**src/rtl/gf2m_poly_reducer_if.sv**
```systemverilog
// Valid/ready product-in / remainder-out bundle for the GF(2^m) reducer.
// The reducer takes the slave side; the upstream/downstream pair takes the master side.
interface gf2m_poly_reducer_if #(
  parameter int WIDTH      = 163,
  parameter int PROD_WIDTH = 326
);
  logic                  in_valid;
  logic                  in_ready;
  logic [PROD_WIDTH-1:0] in_data;
  logic                  out_valid;
  logic                  out_ready;
  logic [WIDTH-1:0]      out_data;

  modport master (
    output in_valid, in_data, out_ready,
    input  in_ready, out_valid, out_data
  );

  modport slave (
    input  in_valid, in_data, out_ready,
    output in_ready, out_valid, out_data
  );
endinterface

```
**src/rtl/gf2m_poly_reducer.sv**
```systemverilog
// Sequential reduction of a carry-less product modulo x^WIDTH + POLY,
// folding DIGIT product bits per cycle from the top down.
module gf2m_poly_reducer #(
  parameter int               WIDTH      = 163,
  parameter int               PROD_WIDTH = 326,
  parameter logic [WIDTH-1:0] POLY       = 163'hC9,
  parameter int               DIGIT      = 1
) (
  input  logic                clk,
  input  logic                rst,
  gf2m_poly_reducer_if.slave  bus,
  output logic                busy
);

  localparam int SEL_W = $clog2(PROD_WIDTH);
  localparam int IDX_W = SEL_W + 1;

  typedef enum logic [1:0] {IDLE, RUN, DONE} state_t;

  state_t                state, state_nxt;
  logic [PROD_WIDTH-1:0] r, r_fold;
  logic [IDX_W-1:0]      idx;
  logic                  last_digit;
  logic [WIDTH-1:0]      out_data_q;
  logic                  out_valid_q;

  // Clears each set bit j >= WIDTH by XORing the full field polynomial aligned at j.
  function automatic logic [PROD_WIDTH-1:0] fold_digit(
    input logic [PROD_WIDTH-1:0] v,
    input logic [IDX_W-1:0]      top
  );
    logic [PROD_WIDTH-1:0] f_full;
    logic [PROD_WIDTH-1:0] res;
    logic [SEL_W-1:0]      jj;
    int                    j;
    f_full = {{(PROD_WIDTH-WIDTH-1){1'b0}}, 1'b1, POLY};
    res    = v;
    for (int k = 0; k < DIGIT; k++) begin
      j  = int'(top) - k;
      jj = SEL_W'(j);
      if (j >= WIDTH && j < PROD_WIDTH) begin
        if (res[jj]) res = res ^ (f_full << (j - WIDTH));
      end
    end
    return res;
  endfunction

  assign r_fold     = fold_digit(r, idx);
  assign last_digit = (idx < IDX_W'(WIDTH + DIGIT));

  assign bus.in_ready  = (state == IDLE);
  assign bus.out_valid = out_valid_q;
  assign bus.out_data  = out_data_q;
  assign busy          = (state == RUN);

  always_comb begin
    state_nxt = state;
    unique case (state)
      IDLE:    if (bus.in_valid)  state_nxt = RUN;
      RUN:     if (last_digit)    state_nxt = DONE;
      DONE:    if (bus.out_ready) state_nxt = IDLE;
      default:                    state_nxt = IDLE;
    endcase
  end

  always_ff @(posedge clk or negedge rst) begin
    if (!rst) begin
      state       <= IDLE;
      r           <= '0;
      idx         <= '0;
      out_data_q  <= '0;
      out_valid_q <= 1'b0;
    end else begin
      state <= state_nxt;
      unique case (state)
        IDLE: begin
          if (bus.in_valid) begin
            r   <= bus.in_data;
            idx <= IDX_W'(PROD_WIDTH - 1);
          end
        end
        RUN: begin
          r   <= r_fold;
          idx <= idx - IDX_W'(DIGIT);
          // Result is captured from the post-fold value of the final digit.
          if (last_digit) begin
            out_data_q  <= r_fold[WIDTH-1:0];
            out_valid_q <= 1'b1;
          end
        end
        DONE: begin
          if (bus.out_ready) out_valid_q <= 1'b0;
        end
        default: ;
      endcase
    end
  end

endmodule
```
**src/flat_wrapper.sv**
```systemverilog
// flat-port wrapper written by rule: the top's interface ports become plain ports
module gf2m_poly_reducer_flat 
#(
  parameter int               WIDTH      = 163,
  parameter int               PROD_WIDTH = 326,
  parameter logic [WIDTH-1:0] POLY       = 163'hC9,
  parameter int               DIGIT      = 1
)
  (clk, rst, busy, bus_in_valid, bus_in_data, bus_out_ready, bus_in_ready, bus_out_valid, bus_out_data);
  gf2m_poly_reducer_if #(.WIDTH(WIDTH), .PROD_WIDTH(PROD_WIDTH)) bus_i ();
  input  logic clk;
  input  logic rst;
  output logic busy;
  input wire logic [$bits(bus_i.in_valid)-1:0] bus_in_valid;
  input wire logic [$bits(bus_i.in_data)-1:0] bus_in_data;
  input wire logic [$bits(bus_i.out_ready)-1:0] bus_out_ready;
  output wire logic [$bits(bus_i.in_ready)-1:0] bus_in_ready;
  output wire logic [$bits(bus_i.out_valid)-1:0] bus_out_valid;
  output wire logic [$bits(bus_i.out_data)-1:0] bus_out_data;
  assign bus_i.in_valid = bus_in_valid;
  assign bus_i.in_data = bus_in_data;
  assign bus_i.out_ready = bus_out_ready;
  assign bus_in_ready = bus_i.in_ready;
  assign bus_out_valid = bus_i.out_valid;
  assign bus_out_data = bus_i.out_data;
  gf2m_poly_reducer #(.WIDTH(WIDTH), .PROD_WIDTH(PROD_WIDTH), .POLY(POLY), .DIGIT(DIGIT)) u_core (.clk(clk), .rst(rst), .bus(bus_i), .busy(busy));
endmodule
```
**config.mk**
```make
export PLATFORM = sky130hd
export DESIGN_NAME = gf2m_poly_reducer_flat
export DESIGN_NICKNAME = d
export VERILOG_FILES = /design/src/rtl/gf2m_poly_reducer_if.sv /design/src/rtl/gf2m_poly_reducer.sv /design/src/flat_wrapper.sv
export SDC_FILE = /design/constraint.sdc
export NUM_CORES = 2
export LEC_CHECK = 0
export ABC_AREA = 1
export CORE_ASPECT_RATIO = 1.4
export CORE_MARGIN = 3
export CORE_UTILIZATION = 50
export CTS_BUF_LIST = sky130_fd_sc_hd__clkbuf_16
export CTS_CLUSTER_SIZE = 10
export DETAILED_ROUTE_END_ITERATION = 7
export PLACE_DENSITY_LB_ADDON = 0.25
export REMOVE_ABC_BUFFERS = 1
export SKIP_CTS_REPAIR_TIMING = 1
export SLEW_MARGIN = 5
export SYNTH_ARGS = -nofsm -noshare
export SYNTH_HDL_FRONTEND = slang
export SYNTH_SLANG_ARGS = --single-unit
```
**constraint.sdc**
```tcl
create_clock -name clk -period 8.2 [get_ports clk]
set_input_delay 0.82 -clock clk [delete_from_list [all_inputs] [get_ports clk]]
set_output_delay 0.82 -clock clk [all_outputs]
set_load 0.01 [all_outputs]
```
; Word-level counts from Yosys, hierarchy flattened
; Cells that the tools add are included.
[word_totals]
romBits = 0
ram_bits = 0
latchBits = 0
mem_count = 0
out_inout_bits = 166
ff_bits = 502
[classes]
n_mux = 15
shifts = 1
n_eq_ne = 7
n_mul = 0
bitwise_logic = 1
n_addsub = 2
reduce_logical = 9
div_mod_pow = 0
order_cmp = 4
[ops]
columns = op, n
row1 = 326-bit 2-to-1 mux, 3
row2 = 326-bit case mux with 2 select lines, 1
row3 = 164-bit by 32-bit << shifter with 326-bit output (first input constant), 1
row4 = 326-bit XOR, 1
row5 = 10-bit case mux with 2 select lines, 1
row6 = 10-bit by 8-bit subtractor with 11-bit output (second input constant), 1
row7 = 10-bit by 8-bit greater-or-equal comparator with 1-bit output (second input constant), 1
row8 = 10-bit by 8-bit < comparator with 1-bit output (second input constant), 1
row9 = 10-bit by 9-bit < comparator with 1-bit output (second input constant), 1
row10 = 9-bit by 10-bit < comparator with 1-bit output (second input constant), 1
row11 = 10-bit 2-to-1 mux, 1
row12 = 10-bit by 1-bit subtractor with 10-bit output (second input constant), 1
row13 = 1-bit binary-select mux with 9-bit select, 1
row14 = 2-bit 2-to-1 mux, 3
row15 = 2-bit by 1-bit inequality test with 1-bit output (second input constant), 3
row16 = 2-bit case mux with 3 select lines, 1
row17 = 3-bit AND reduction, 2
row18 = 2-bit inequality test (second input constant), 2
row19 = 2-bit AND reduction, 2
row20 = 4-bit AND reduction, 1
row21 = 2-bit nonzero test, 2
row22 = 1-bit 2-to-1 mux, 3
row23 = 2-bit by 1-bit equality test with 1-bit output (second input constant), 1
row24 = 2-bit equality test (second input constant), 1
row25 = other kinds (3), 3

; Depth between registers and ports, before layout
[logic_depth]
ltp_word = 6
ltp_mapped = 23

; Least setup slack after synthesis
; Ideal clock, no wire load.
[synth_path]
path_type = reg2reg
from = register u_core.idx[0]
to = register u_core.r[161]
stages_incl_launch_ff = 22
required_ps = 8076
arrival_time_ps = 3207
setup_time_ps = 124
n_path_buf = 5
path_slack_ps = 4869
cell_sequence = dfrtp_1 > inv_2 > buf_2 > buf_2 > buf_2 > buf_1 > ha_1 > clkbuf_1 > clkinv_1 > nand4_1 > nor2_1 > nand2_1 > o21ai_1 > nand2_1 > nor2_1 > nand3_1 > nand2_1 > nand2_1 > nand2_1 > o21ai_0 > nand2_1 > nand3_1
[synth_via]
elab_chain_len = 6
word_cells_on_any_way = 11
classes_between = 1 x add/sub / 2 x order compare / 1 x shift / 5 x mux / 1 x bitwise / 1 x reduce/logical
[synth_rtl]
columns = item, line_no
row1 = "start, declared", gf2m_poly_reducer.sv:22  ; logic [IDX_W-1:0] idx;
row2 = "start signal, assigned", gf2m_poly_reducer.sv:79  ; idx <= IDX_W'(PROD_WIDTH - 1);
row3 = "start signal, assigned", gf2m_poly_reducer.sv:84  ; idx <= idx - IDX_W'(DIGIT);
row4 = 10-bit by 8-bit subtractor with 11-bit output, gf2m_poly_reducer.sv:42  ; if (res[jj]) res = res ^ (f_full << (j - WIDTH));
row5 = 164-bit by 32-bit << shifter with 326-bit output, gf2m_poly_reducer.sv:42
row6 = 326-bit XOR, gf2m_poly_reducer.sv:42
row7 = 326-bit 2-to-1 mux, gf2m_poly_reducer.sv:42
row8 = 326-bit 2-to-1 mux (*), gf2m_poly_reducer.sv:41  ; if (j >= WIDTH && j < PROD_WIDTH) begin
row9 = 326-bit case mux with 2 select lines (*), gf2m_poly_reducer.sv:75  ; unique case (state)
row10 = "end signal, assigned", gf2m_poly_reducer.sv:78  ; r <= bus.in_data;
row11 = "end signal, assigned", gf2m_poly_reducer.sv:83  ; r <= r_fold;
row12 = "end, declared", gf2m_poly_reducer.sv:21  ; logic [PROD_WIDTH-1:0] r, r_fold;
; Mark *: on every way between the ends. The rest lies on a longest branch, timed or not. The select of a mux whose other input is x is not followed.
; A chain may end at the register's enable or synchronous reset.

; Worst setup path after layout
[layout_path]
from = register u_core.idx[0]
to = register u_core.r[169]
[layout_via]
elab_chain_len = 6
word_cells_on_any_way = 14
classes_between = 1 x add/sub / 2 x order compare / 2 x eq/ne / 1 x shift / 5 x mux / 1 x bitwise / 2 x reduce/logical
[layout_rtl]
columns = item, line_no
row1 = 10-bit by 8-bit subtractor with 11-bit output, gf2m_poly_reducer.sv:42
row2 = 164-bit by 32-bit << shifter with 326-bit output, gf2m_poly_reducer.sv:42
row3 = 326-bit XOR, gf2m_poly_reducer.sv:42
row4 = 326-bit 2-to-1 mux, gf2m_poly_reducer.sv:42
row5 = 326-bit 2-to-1 mux, gf2m_poly_reducer.sv:41
row6 = 326-bit case mux with 2 select lines, gf2m_poly_reducer.sv:75
; Parallel ways exist; a longest one is shown, timed or not. The select of a mux whose other input is x is not followed.

==> impl_results.md <==
* Status: complete, but fails checks
* Violated checks: DRC
* H-tree levels at 2
* Post-route insts no fill at ~7500
* Final Critical Period at 6.182 ns
* DRT Wirelength at 178600 µm
* MaxCap Viol Count at 0
* NumNets Final at 6839
* R2R cell count at 17
* Via Count at roughly 46000
* Die area at 79970 µm²
* Via count of the first global-routing pass at 43020
* Pin count of the biggest net entering global routing at between 200 and 250
* HP Class: in -> async
* Crit path kind: reg -> reg
* Post-Syn Area at around 38000 µm²
* CP endpoint kind: flop
* Initial core utilization at 50.71%
* Final hold vios at 0
* IO Count at 496
* Total clock sinks at 502
* Slowest cell delay on critical path at 0.77 ns
* CP dominant cell by count: nand2_1
* Leak at 22.01 nW
* Vias per cell at between 6 and 7
* Row Count at 119
* Reg2reg setup slack at 2.02 ns
* Maximum buffer depth of the clock tree at 3
* First-pass GRT wire length at 265000 µm
* Complex-gate fraction of the synthesized area at between 10% and 20%
* Simple-gate portion of the synthesized area at 43.31%
* Routing usage on met1 at 53.84%
* Die Width at approximately 240 µm
* Final Wtd Congestion at 1.058
* Core ar. at 75490 µm²
* Worst-Margin Slew at 1.336 ns
* Initial antenna violation count at 13
* Dpl hpwl at 119900 µm
* Largest family of logic cells by synthesized area: simple AND/OR/NAND/NOR gates
* Power, Total at 23.47 mW
* Fillers at 7356
* DR WL/cell at 23.79 µm
* Final setup fails at 0
* Clock root cell: clkbuf_16
* Max-slew violation count at 0
* Grt ovf at 0
* Synth cell types at 48
* Post-synth EDFFs at 0
* Placed standard-cell area at 43370 µm²
* GR Util All Layers at between 40 and 50%
* Cell family with most CP delay: simple AND/OR/NAND/NOR gates
* Final setup TNS at 0 ns
* Area growth, synth to finish at 17.63%
* Worst r2r src: u_core.idx[0]
* Crit path max fanout at 58
* Mux contribution to synthesized area at 0.02615%
* Layout cell share with drive strength beyond 1 at 3.263%
* CP bufs+invs at 3
* Xor and xnor area share after synthesis at 3.154%
* Synth Instances at about 6300
* Most common cell after layout, fill and taps aside: nand2_1
* FF+latch count, synth at between 500 and 600
* Fin util at 59.65%
* Gr busiest metal: met2
* Critical R2R Capture: u_core.r[169]
* Setup Skew at 0.02261 ns
* Crit path cell chain: buf_4 -> o21ai_0 -> nand2_1 -> a21oi_1 -> nor3_1 -> nand2_1 -> nand3_1 -> nand2_1 -> nand2_1 -> nand3_1 -> nand2_4 -> nand2_4 -> nand2_4 -> buf_4 -> buf_4 -> nand2_1 -> nand2_1
* Asr flop ratio synth at 100.0%
* DRT Pass-1 Iters at 8
* VDD IR max at 0.0005646 V
* F_max at approximately 160 MHz
* Number of routed nets with antenna violations at 0
* PD cells at 521.2 nW/µm²
* RSZ-0062 raised after global routing: no
* Most frequent cells in the layout: nand2_1 (2337), nand3_1 (728), nor2_1 (546)
* Port bufs at 495
* Clk pin slew, worst setup/hold paths at 0.05 ns
* Tcrit/Tclk final at 75.39%
* 1st-iter DRT viols at 6467
* Worst path slowest cell: buf_4
* Syn Area/Cell at 6.054 µm²
* Crit path DAT at around 6.8 ns
* Slew headroom at roughly a tenth
* CTS Buf Count at 59
* Critical Path RT at 8.78 ns
* Adder-Cell Fraction of Synth Area at 0.06537%
* Dominant synthesized flop cell: dfrtp_1
* Met3 Track Usage GR at under 10%
* Worst-Skew Late Latency at 0.66 ns
* Die H at approximately 330 µm
* DRC violations left at 2
* Cell area after layout at roughly 45000 µm²
* Yosys warning count at 0
* CTS tree: yes
* CP Launch Type: flop
* Met2 usage at between 60 and 70%
* Part of the Yosys area used for sequential elements at roughly 33%
* Placed cells at 7414
## flip-flops by register name, summed over array words and instances (netlist names)
register	flops
u_core.state	2
u_core.idx	10
u_core.bus.out_data	163
u_core.bus.out_valid	1
u_core.r	326
## kinds of logic after synthesis
group,after synthesis
xor gates and xnor gates,134
DFF,502
and+or+nand+nor,3961
muxes,1
buffers and inverters,984
adders and majority gates,2
AOI/OAI and AO/OA,739
## worst max path at each step
stage | from | end | slack (ns) | depth (start not counted)
2_1_floorplan | u_core.state[0] | u_core.bus.out_data[14] | -16.24 | 7
3_3_place_gp | u_core.idx[0] | u_core.r[234] | 2.53 | 20
3_5_place_dp | u_core.idx[0] | u_core.r[174] | 2.40 | 20
4_1_cts | u_core.idx[0] | u_core.r[169] | 2.39 | 20
5_1_grt | u_core.idx[0] | u_core.r[254] | 1.99 | 20
6_report | u_core.idx[0] | u_core.r[169] | 2.02 | 17
## power by group
group | switching (mW) | internal [mW] | leakage (nW)
Combinational | 12.0 | 4.36 | 14.9
Sequential | 0.962 | 3.65 | 6.28
Clock | 1.12 | 1.34 | 0.844
## cell usage after synthesis (all sizes together) (2+ instances only)
library cell	count	area [µm²]
nand2	2349	8835
nand3	732	3691
nor2	559	2143
inv	522	1962
dfrtp	502	12560
o21ai	407	2037
buf	232	1102
a21oi	226	1131
clkbuf	225	844.6
nand4	186	1164
xor2	130	1172
nor3	96	495.5
o211ai	44	330.3
and3	29	181.4
o22ai	17	106.4
nand3b	7	52.55
o21bai	7	52.55
a21o	6	45.04
a32o	6	60.06
a31oi	5	31.28
clkinv	5	18.77
o41ai	5	43.79
a31o	4	35.03
xnor2	4	35.03
a21boi	3	22.52
o2111ai	3	26.28
a22oi	2	15.01
a41oi	2	17.52
ha	2	25.02
o31ai	2	15.01
or2	2	12.52
## layer usage
| metal | wire length (µm) | part of all wire, % | up-vias |
|---|---|---|---|
| li1 | - | - | 20590 |
| met1 | 64910 | 36 | 21410 |
| met2 | 77050 | 43 | 3300 |
| met3 | 20440 | 11 | 836 |
| met4 | 16130 | 9.0 | 2 |
| met5 | 21 | 0.012 | - |
## layout make-up
class / instances / area [µm²] / share of cell area [%]
multi-input cells: 4837 / 21910 / 48.67
flip-flops and latches: 502 / 12570 / 27.91
well taps: 968 / 1211 / 2.690
inverters: 527 / 2001 / 4.443
clock inverters: 21 / 111.4 / 0.2473
clock buffers: 61 / 1526 / 3.390
diodes: 10 / 25.02 / 0.05557
repair buffers: 580 / 5674 / 12.60
## stage by stage
step / hold WS [ns] / setup WS [ns]
3_3_place_gp: 0.4614 / 2.535
4_1_cts: 0.2610 / 2.385
6_report: 0.2285 / 2.018
2_1_floorplan: 0.4652 / -16.24
5_1_grt: 0.2898 / 1.985
3_5_place_dp: 0.4639 / 2.396
No activity file was read; power rests on OpenSTA's default activity.
